--- src/rtl/sys_ctrl_pkg.sv ---
// sys_ctrl_pkg: opcodes, operand addresses and FSM states for the command sequencer
package sys_ctrl_pkg;
    localparam logic [7:0] CMD_WR      = 8'hAA;
    localparam logic [7:0] CMD_RD      = 8'hBB;
    localparam logic [7:0] CMD_ALU_OP  = 8'hCC;
    localparam logic [7:0] CMD_ALU_NOP = 8'hDD;
    localparam int OP_A_ADDR = 0;
    localparam int OP_B_ADDR = 1;
    typedef enum logic [3:0] {
        IDLE, WR_ADDR, WR_DATA, RD_ADDR, RD_WAIT, OP_A, OP_B,
        ALU_FUN_S, ALU_WAIT, TX_LO, TX_HI, TX_RD
    } state_t;
endpackage

--- src/rtl/sys_cmd_ctrl.sv ---
// sys_cmd_ctrl: decodes UART command frames into register/ALU operations and pushes responses to the TX FIFO
module sys_cmd_ctrl
    import sys_ctrl_pkg::*;
#(
    parameter int DATA_WIDTH = 8,
    parameter int ADDR_WIDTH = 4,
    parameter int FUN_WIDTH  = 4
) (
    input  logic                    REF_CLK,
    input  logic                    RST,
    input  logic [DATA_WIDTH-1:0]   RX_P_DATA,
    input  logic                    RX_D_VALID,
    input  logic [DATA_WIDTH-1:0]   RdData,
    input  logic                    RdData_Valid,
    input  logic [2*DATA_WIDTH-1:0] ALU_OUT,
    input  logic                    OUT_Valid,
    input  logic                    FIFO_FULL,
    output logic                    WrEn,
    output logic                    RdEn,
    output logic [ADDR_WIDTH-1:0]   Address,
    output logic [DATA_WIDTH-1:0]   WrData,
    output logic                    ALU_EN,
    output logic [FUN_WIDTH-1:0]    ALU_FUN,
    output logic                    CLK_EN,
    output logic [DATA_WIDTH-1:0]   TX_P_DATA,
    output logic                    TX_D_VALID
);
    state_t state, state_d;
    logic started, started_d;
    logic [DATA_WIDTH-1:0] hi_byte, hi_d;
    logic wr_d, rd_d, aen_d, cen_d, txv_d;
    logic [ADDR_WIDTH-1:0] addr_d;
    logic [DATA_WIDTH-1:0] wdata_d, txd_d;
    logic [FUN_WIDTH-1:0] fun_d;
    always_ff @(posedge REF_CLK or negedge RST) begin
        if (!RST) begin
            state      <= IDLE;
            started    <= 1'b0;
            hi_byte    <= '0;
            WrEn       <= 1'b0;
            RdEn       <= 1'b0;
            Address    <= '0;
            WrData     <= '0;
            ALU_EN     <= 1'b0;
            ALU_FUN    <= '0;
            CLK_EN     <= 1'b0;
            TX_P_DATA  <= '0;
            TX_D_VALID <= 1'b0;
        end else begin
            state      <= state_d;
            started    <= started_d;
            hi_byte    <= hi_d;
            WrEn       <= wr_d;
            RdEn       <= rd_d;
            Address    <= addr_d;
            WrData     <= wdata_d;
            ALU_EN     <= aen_d;
            ALU_FUN    <= fun_d;
            CLK_EN     <= cen_d;
            TX_P_DATA  <= txd_d;
            TX_D_VALID <= txv_d;
        end
    end
    always_comb begin
        state_d = state;
        case (state)
            IDLE:      state_d = !RX_D_VALID ? IDLE :
                                 RX_P_DATA == CMD_WR      ? WR_ADDR :
                                 RX_P_DATA == CMD_RD      ? RD_ADDR :
                                 RX_P_DATA == CMD_ALU_OP  ? OP_A :
                                 RX_P_DATA == CMD_ALU_NOP ? ALU_FUN_S : IDLE;
            WR_ADDR:   state_d = RX_D_VALID ? WR_DATA : WR_ADDR;
            WR_DATA:   state_d = RX_D_VALID ? IDLE : WR_DATA;
            RD_ADDR:   state_d = RX_D_VALID ? RD_WAIT : RD_ADDR;
            RD_WAIT:   state_d = RdData_Valid ? TX_RD : RD_WAIT;
            OP_A:      state_d = RX_D_VALID ? OP_B : OP_A;
            OP_B:      state_d = RX_D_VALID ? ALU_FUN_S : OP_B;
            ALU_FUN_S: state_d = RX_D_VALID ? ALU_WAIT : ALU_FUN_S;
            ALU_WAIT:  state_d = (started && OUT_Valid) ? TX_LO : ALU_WAIT;
            TX_LO:     state_d = TX_D_VALID ? TX_HI : TX_LO;
            TX_HI:     state_d = TX_D_VALID ? IDLE : TX_HI;
            TX_RD:     state_d = TX_D_VALID ? IDLE : TX_RD;
            default:   state_d = IDLE;
        endcase
    end
    always_comb begin
        wr_d      = 1'b0;
        rd_d      = 1'b0;
        aen_d     = 1'b0;
        txv_d     = 1'b0;
        addr_d    = Address;
        wdata_d   = WrData;
        fun_d     = ALU_FUN;
        cen_d     = CLK_EN;
        txd_d     = TX_P_DATA;
        hi_d      = hi_byte;
        started_d = started;
        case (state)
            WR_ADDR: addr_d = RX_D_VALID ? RX_P_DATA[ADDR_WIDTH-1:0] : Address;
            WR_DATA: begin
                wr_d    = RX_D_VALID;
                wdata_d = RX_D_VALID ? RX_P_DATA : WrData;
            end
            RD_ADDR: begin
                rd_d   = RX_D_VALID;
                addr_d = RX_D_VALID ? RX_P_DATA[ADDR_WIDTH-1:0] : Address;
            end
            RD_WAIT: begin
                txd_d = RdData_Valid ? RdData : TX_P_DATA;
                txv_d = RdData_Valid && !FIFO_FULL;
            end
            OP_A, OP_B: begin
                wr_d    = RX_D_VALID;
                addr_d  = !RX_D_VALID ? Address :
                          state == OP_A ? ADDR_WIDTH'(OP_A_ADDR) : ADDR_WIDTH'(OP_B_ADDR);
                wdata_d = RX_D_VALID ? RX_P_DATA : WrData;
            end
            ALU_FUN_S: begin
                fun_d = RX_D_VALID ? RX_P_DATA[FUN_WIDTH-1:0] : ALU_FUN;
                cen_d = CLK_EN || RX_D_VALID;
            end
            ALU_WAIT: begin
                aen_d     = !started;
                started_d = !(started && OUT_Valid);
                txd_d     = (started && OUT_Valid) ? ALU_OUT[DATA_WIDTH-1:0] : TX_P_DATA;
                hi_d      = (started && OUT_Valid) ? ALU_OUT[2*DATA_WIDTH-1:DATA_WIDTH] : hi_byte;
                txv_d     = started && OUT_Valid && !FIFO_FULL;
                cen_d     = !(started && OUT_Valid);
            end
            TX_LO: begin
                txd_d = TX_D_VALID ? hi_byte : TX_P_DATA;
                txv_d = !FIFO_FULL;
            end
            TX_HI, TX_RD: txv_d = !TX_D_VALID && !FIFO_FULL;
            default: ;
        endcase
    end
endmodule

--- config.mk ---
export PLATFORM = sky130hd
export DESIGN_NAME = sys_cmd_ctrl
export DESIGN_NICKNAME = d
export VERILOG_FILES = /design/src/rtl/sys_ctrl_pkg.sv /design/src/rtl/sys_cmd_ctrl.sv
export SDC_FILE = /design/constraint.sdc
export NUM_CORES = 1
export LEC_CHECK = 0
export CAP_MARGIN = 20
export CORE_ASPECT_RATIO = 1.4
export CORE_MARGIN = 1.5
export CORE_UTILIZATION = 42
export DETAILED_ROUTE_END_ITERATION = 6
export PLACE_DENSITY = 0.77
export SLEW_MARGIN = 10
export SYNTH_ARGS = -nofsm -noshare
export SYNTH_HDL_FRONTEND = slang
export SYNTH_SLANG_ARGS = --single-unit
--- constraint.sdc ---
create_clock -name REF_CLK -period 1.46 [get_ports REF_CLK]
set_input_delay 0.219 -clock REF_CLK [delete_from_list [all_inputs] [get_ports REF_CLK]]
set_output_delay 0.219 -clock REF_CLK [all_outputs]
set_load 0.005 [all_outputs]
; Word-level counts from Yosys, hierarchy flattened
; Index checks and enable logic that the tools add are counted.
; Widths: inputs -> output; s select.
[totals]
ff_bits = 42
wordCells = 84
[op_classes]
eq_ne = 20
n_mux = 30
n_reduce_logical = 22
[ops]
columns = operator, n
row1 = $pmux 4 s12, 1
row2 = $eq 8x8->1 const B, 4
row3 = $mux 4, 6
row4 = $mux 8, 3
row5 = $pmux 8 s3, 1
row6 = $mux 3, 6
row7 = $eq 4x3->1 const B, 4
row8 = $eq 4x4->1 const B, 4
row9 = $eq 4x2->1 const B, 2
row10 = $mux 2, 4
row11 = $ne 2x2->1 const B, 4
row12 = $pmux 4 s2, 1
row13 = $mux 1, 6
row14 = $reduce_and 2->1, 3
row15 = $reduce_or 2->1, 3
row16 = $eq 4x1->1 const B, 1
row17 = $logic_and 1x1->1, 4
row18 = $logic_not 1->1, 4
row19 = $logic_not 4->1, 1
row20 = $pmux 1 s4, 1
row21 = $reduce_and 4->1, 1
row22 = $reduce_bool 2->1, 2
row23 = $reduce_and 3->1, 1
row24 = $reduce_bool 3->1, 1
row25 = 4 further kinds, 4

; Longest topological paths before layout
[logic_depth]
word_depth = 7
mapped_depth = 6

; Least setup slack after synthesis
; No wires, ideal clock.
[synth_path]
path_type = register to register
from = reg state[1]
to = reg hi_byte[0]
setup_time_ns = 0.128
arrival_time_ns = 1.484
required_time_ns = 1.332
path_slack_ns = -0.152
stages_incl_launch_ff = 6
period_less_slack_ns = 1.612
cell_sequence = dfrtp_1 buf_2 nor2_1 and4_1 buf_4 mux2_1
[synth_between]
elab_chain_cells = 2
[synth_rtl]
columns = element, line_no
row1 = "start, declared", sys_cmd_ctrl.sv:28  ; state_t state, state_d;
row2 = "start signal, assigned", sys_cmd_ctrl.sv:50  ; state <= state_d;
row3 = $eq 4x4->1, sys_cmd_ctrl.sv:98  ; case (state)
row4 = $reduce_and 2->1 (no source line), n/a
row5 = "end signal, assigned", sys_cmd_ctrl.sv:52  ; hi_byte <= hi_d;
row6 = "end, declared", sys_cmd_ctrl.sv:30  ; logic [DATA_WIDTH-1:0] hi_byte, hi_d;
; No other way between the ends.
; A chain may end at the register's enable or synchronous reset.

; Worst setup path in the final report
[layout_path]
from = reg state[0]
to = reg hi_byte[1]
; Same word-level chain as after synthesis.

==> results summary <==
The synthesis-to-finish area growth came out at 66.3%. The post-synthesis cell count is 188. When the netlist entered floorplanning its net count stood at 226. The minimum clock period came out at 1.52 ns.

The slowest stage of the critical path is the sky130_fd_sc_hd__dfrtp_2 cell. The via count normalized by instance count came out at 5.17. The type of the setup path with the least slack is reg -> reg. Of the cells placed in the final design, the portion with a size suffix greater than 1 is 0.318. Summed over all layers, the global routing overflow is 0. The total number of yosys warnings is 0. The fraction of registers with async set or reset after synthesis is 1.00.

The critical path launch point type is a register. The final worst hold slack is 0.420 ns. The setup violation total in the final timing report is 30.

The min-delay analysis places its worst path in the category in -> async. The residual antenna-violating net count after detailed routing is 0. The total routing usage reported by global routing is 0.236. Synthesis inferred 42 register bits. The core box area is 0.00480 sq mm. The synthesized design contains 0 enable-type register cells. Measured along the x axis, the die boundary spans 62.6 microns. The global-route wire length before repair came out at 9.74 mm.

The via count of the first global-routing pass came to 2007. The maximum frequency from static timing analysis is 656 MHz. The maximum level of the CTS H-tree is 2. At the later pin of the worst-skew pair, clock insertion delay measures 0.30 ns.

The half-perimeter wire length of the detailed placement result came out at 4.05 mm. The total met3 wirelength after detailed routing is 281 microns. The worst register-to-register path begins at state[0]$_DFF_PN0_. For this design the ratio of total power to cell area is 1860 mW/mm^2. In this run the top signal layer used is met4. The detailed router put a total of 2.28 mm of wire on met1. The number of design rule violations left after detail routing came out at 0. The data required time at the worst endpoint is 1.64 ns. Across the routed clock network, the largest skew measured is 0.00851 ns.

The CTS clock-pin slew for the worst setup and hold paths came out at 0.08 ns. In this run, the number of DRC markers left after iteration 0 of detailed routing was 62. The initialized floorplan defines 30 standard-cell rows.

Data on the critical path arrives at its endpoint at 1.70 ns. Headroom to the max-slew limit came out at 0.824. In the post-synthesis netlist, the cell with the most instances is sky130_fd_sc_hd__dfrtp_1. The maximum fanout along the worst path is 5. The max-capacitance violation count is 0. By area the synthesized netlist is led by sky130_fd_sc_hd__dfrtp_1 50%, sky130_fd_sc_hd__mux2_1 12%, sky130_fd_sc_hd__mux2i_1 7.7%. The count of vias placed by the detailed router is 1891. The core occupancy in the finished layout is 0.724.

The detailed-route wire length came out at 6.03 mm. Of the synthesized area, sequential elements account for 0.502. The endpoint identified for the worst register-to-register timing path is hi_byte[1]$_DFFE_PN0P_. In the final routed layout, each cell accounts on average for 16.5 microns. The library cell occupying the most area in the post-synthesis netlist is sky130_fd_sc_hd__dfrtp_1. The fraction of synthesized cell area taken by the top area cell type came out at 0.502.

The worst-case IR drop observed on VDD is 1.04 mV. For the final routed database, the setup TNS stands at -0.803 ns. The first-pass detailed-route iteration total came out at 4.

The number of library cell types mapped by synthesis is 36. Once routing completed, OpenROAD measured the worst setup slack at -0.0636 ns. Setup repair after global routing could not meet its margin everywhere.

Traced cell by cell, the critical path runs through buf_12, buf_12, nor2_4, and4_4, mux2_4. The antenna cell count is 0. The number of hold violations in the final report came out at 0. The pin count of the biggest net entering global routing came out at 43. The final count of pins violating max slew is 0. The routability congestion estimate is 0.830.

The clock root buffer is sky130_fd_sc_hd__clkbuf_8. The worst setup path is captured at a register. On the worst path, the slowest cell contributes a delay of 0.44 ns. The starting density of the core came out at 0.435.

The total chip power came out at 6.47 mW. The final reports fail on negative setup slack. TritonCTS created 5 clock buffers. The die covers 0.00542 sq mm. At the pin with the least slew margin, the transition time is 0.263 ns. The I/O pin count is 67. After detailed routing, the met2 layer carries 3.36 mm of wire. The die span in y is 86.5 microns.

The synthesized area per cell came out at 11.1 sq um. Of the available clock period, the critical path in the final layout requires 1.04. Summed over all cells, the static leakage comes to 1.56 nW. The net count reported at finish came out at 339. The initial antenna violation count came out at 0. The count of cells along the worst register-to-register path came out at 5. By instance count, the cell type seen most on the critical path is sky130_fd_sc_hd__buf_12. The commonest cells after synthesis are 42 x sky130_fd_sc_hd__dfrtp_1, 23 x sky130_fd_sc_hd__mux2_1, 18 x sky130_fd_sc_hd__nand2_1. The number of port buffers is 66. The clock sink total is 42. The run finished, with violations left. In the synthesized netlist the dominant register cell turns out to be sky130_fd_sc_hd__dfrtp_1. TritonCTS built the clock tree. The register-to-register setup slack came out at -0.06 ns. The cell area that synthesis handed to floorplanning was 0.00209 sq mm. The deepest clock path buffer count came out at 2.
## worst max-delay path, delay by kind of cell (launching register included)
| kind | cells | cell delay (ns) |
|---|---|---|
| buffers and inverters | 2 | 0.26 |
| DFF | 1 | 0.44 |
| muxes | 1 | 0.32 |
| and+or+nand+nor | 2 | 0.39 |
## cells in the final DEF (no fill, tap or decap), types with 6 or more instances in the layout
cell type,count
sky130_fd_sc_hd__o21ai_0,11
sky130_fd_sc_hd__buf_6,7
sky130_fd_sc_hd__nor2b_1,6
sky130_fd_sc_hd__a21oi_1,8
sky130_fd_sc_hd__nand2_1,18
sky130_fd_sc_hd__mux2i_1,15
sky130_fd_sc_hd__clkdlybuf4s50_1,65
sky130_fd_sc_hd__inv_1,9
sky130_fd_sc_hd__mux2_4,20
sky130_fd_sc_hd__clkbuf_8,6
sky130_fd_sc_hd__dfrtp_1,38
sky130_fd_sc_hd__buf_4,35
## through the flow
stage / instance area, sq um / instances / setup WS, ns
after CTS: 3450 / 365 / -0.0450
after floorplan: 2110 / 188 / -0.00731
after global routing: 3480 / 366 / -0.0911
after detailed placement: 3100 / 345 / -0.210
after global placement: 3100 / 345 / -0.170
final: 3480 / 366 / -0.0636
## layer usage
metal  global-route usage  vias to the layer above
li1                     -                      894
met1                0.248                      920
met2                0.464                       65
met3               0.0558                       12
met4               0.0667                        0
met5                    0                        -
## registers in the layout, summed over array words and instances, names as in the netlist
| name | count |
|---|---|
| WrEn | 1 |
| TX_D_VALID | 1 |
| ALU_FUN | 4 |
| ALU_EN | 1 |
| RdEn | 1 |
| Address | 4 |
| TX_P_DATA | 8 |
| CLK_EN | 1 |
| started | 1 |
| WrData | 8 |
| hi_byte | 8 |
| state | 4 |
## power by group
| group | total, mW | internal [mW] | switching, mW |
|---|---|---|---|
| logic | 3.59 | 2.27 | 1.32 |
| registers | 2.11 | 1.71 | 0.400 |
| clock network | 0.771 | 0.382 | 0.390 |
| total | 6.47 | 4.36 | 2.11 |
## logic make-up (layout without fill, tap and decap cells)
| group | Yosys count | count (layout) | share of synthesized area |
|---|---|---|---|
| multiplexers | 39 | 39 | 0.200 |
| flip-flops | 42 | 42 | 0.502 |
| XOR/XNOR | 2 | 2 | 0.00837 |
| AND/OR/NAND/NOR | 55 | 56 | 0.147 |
| buffers and inverters | 18 | 131 | 0.0377 |
| AO/OA/AOI/OAI | 32 | 32 | 0.104 |
## worst max path at each step
| stage | startpoint | to | slack, ns | cells past startpoint |
|---|---|---|---|---|
| after global placement | RX_P_DATA[6] | state[1]$_DFF_PN0_ | -0.17 | 5 |
| after floorplan | state[2]$_DFF_PN0_ | ALU_FUN[0]$_DFFE_PN0P_ | -0.007 | 4 |
| after global routing | state[0]$_DFF_PN0_ | hi_byte[0]$_DFFE_PN0P_ | -0.09 | 5 |
| final | state[0]$_DFF_PN0_ | hi_byte[1]$_DFFE_PN0P_ | -0.06 | 5 |
| after CTS | state[0]$_DFF_PN0_ | hi_byte[3]$_DFFE_PN0P_ | -0.05 | 5 |
| after detailed placement | RX_P_DATA[6] | state[1]$_DFF_PN0_ | -0.21 | 5 |
## layout make-up
cell class              instances  area (sq um)
well taps                      64          80.1
clock inverters                 1          5.00
fillers                       358          1330
multi-input cells             129          1110
flip-flops and latches         42          1060
inverters                       9          33.8
repair buffers                114          1110
clock buffers                   7          86.3
## timing repair
| action | CTS | global route |
|---|---|---|
| setup endpoints to repair | 35 | 36 |
| cloned | 1 | 0 |
| resized for setup | 35 | 7 |
| hold endpoints to repair | 42 | 0 |
| hold buffers | 1 | 0 |
| buffers inserted | 10 | 2 |
| pin swaps | 6 | 7 |
No activity file was read; power rests on OpenSTA's default activity.
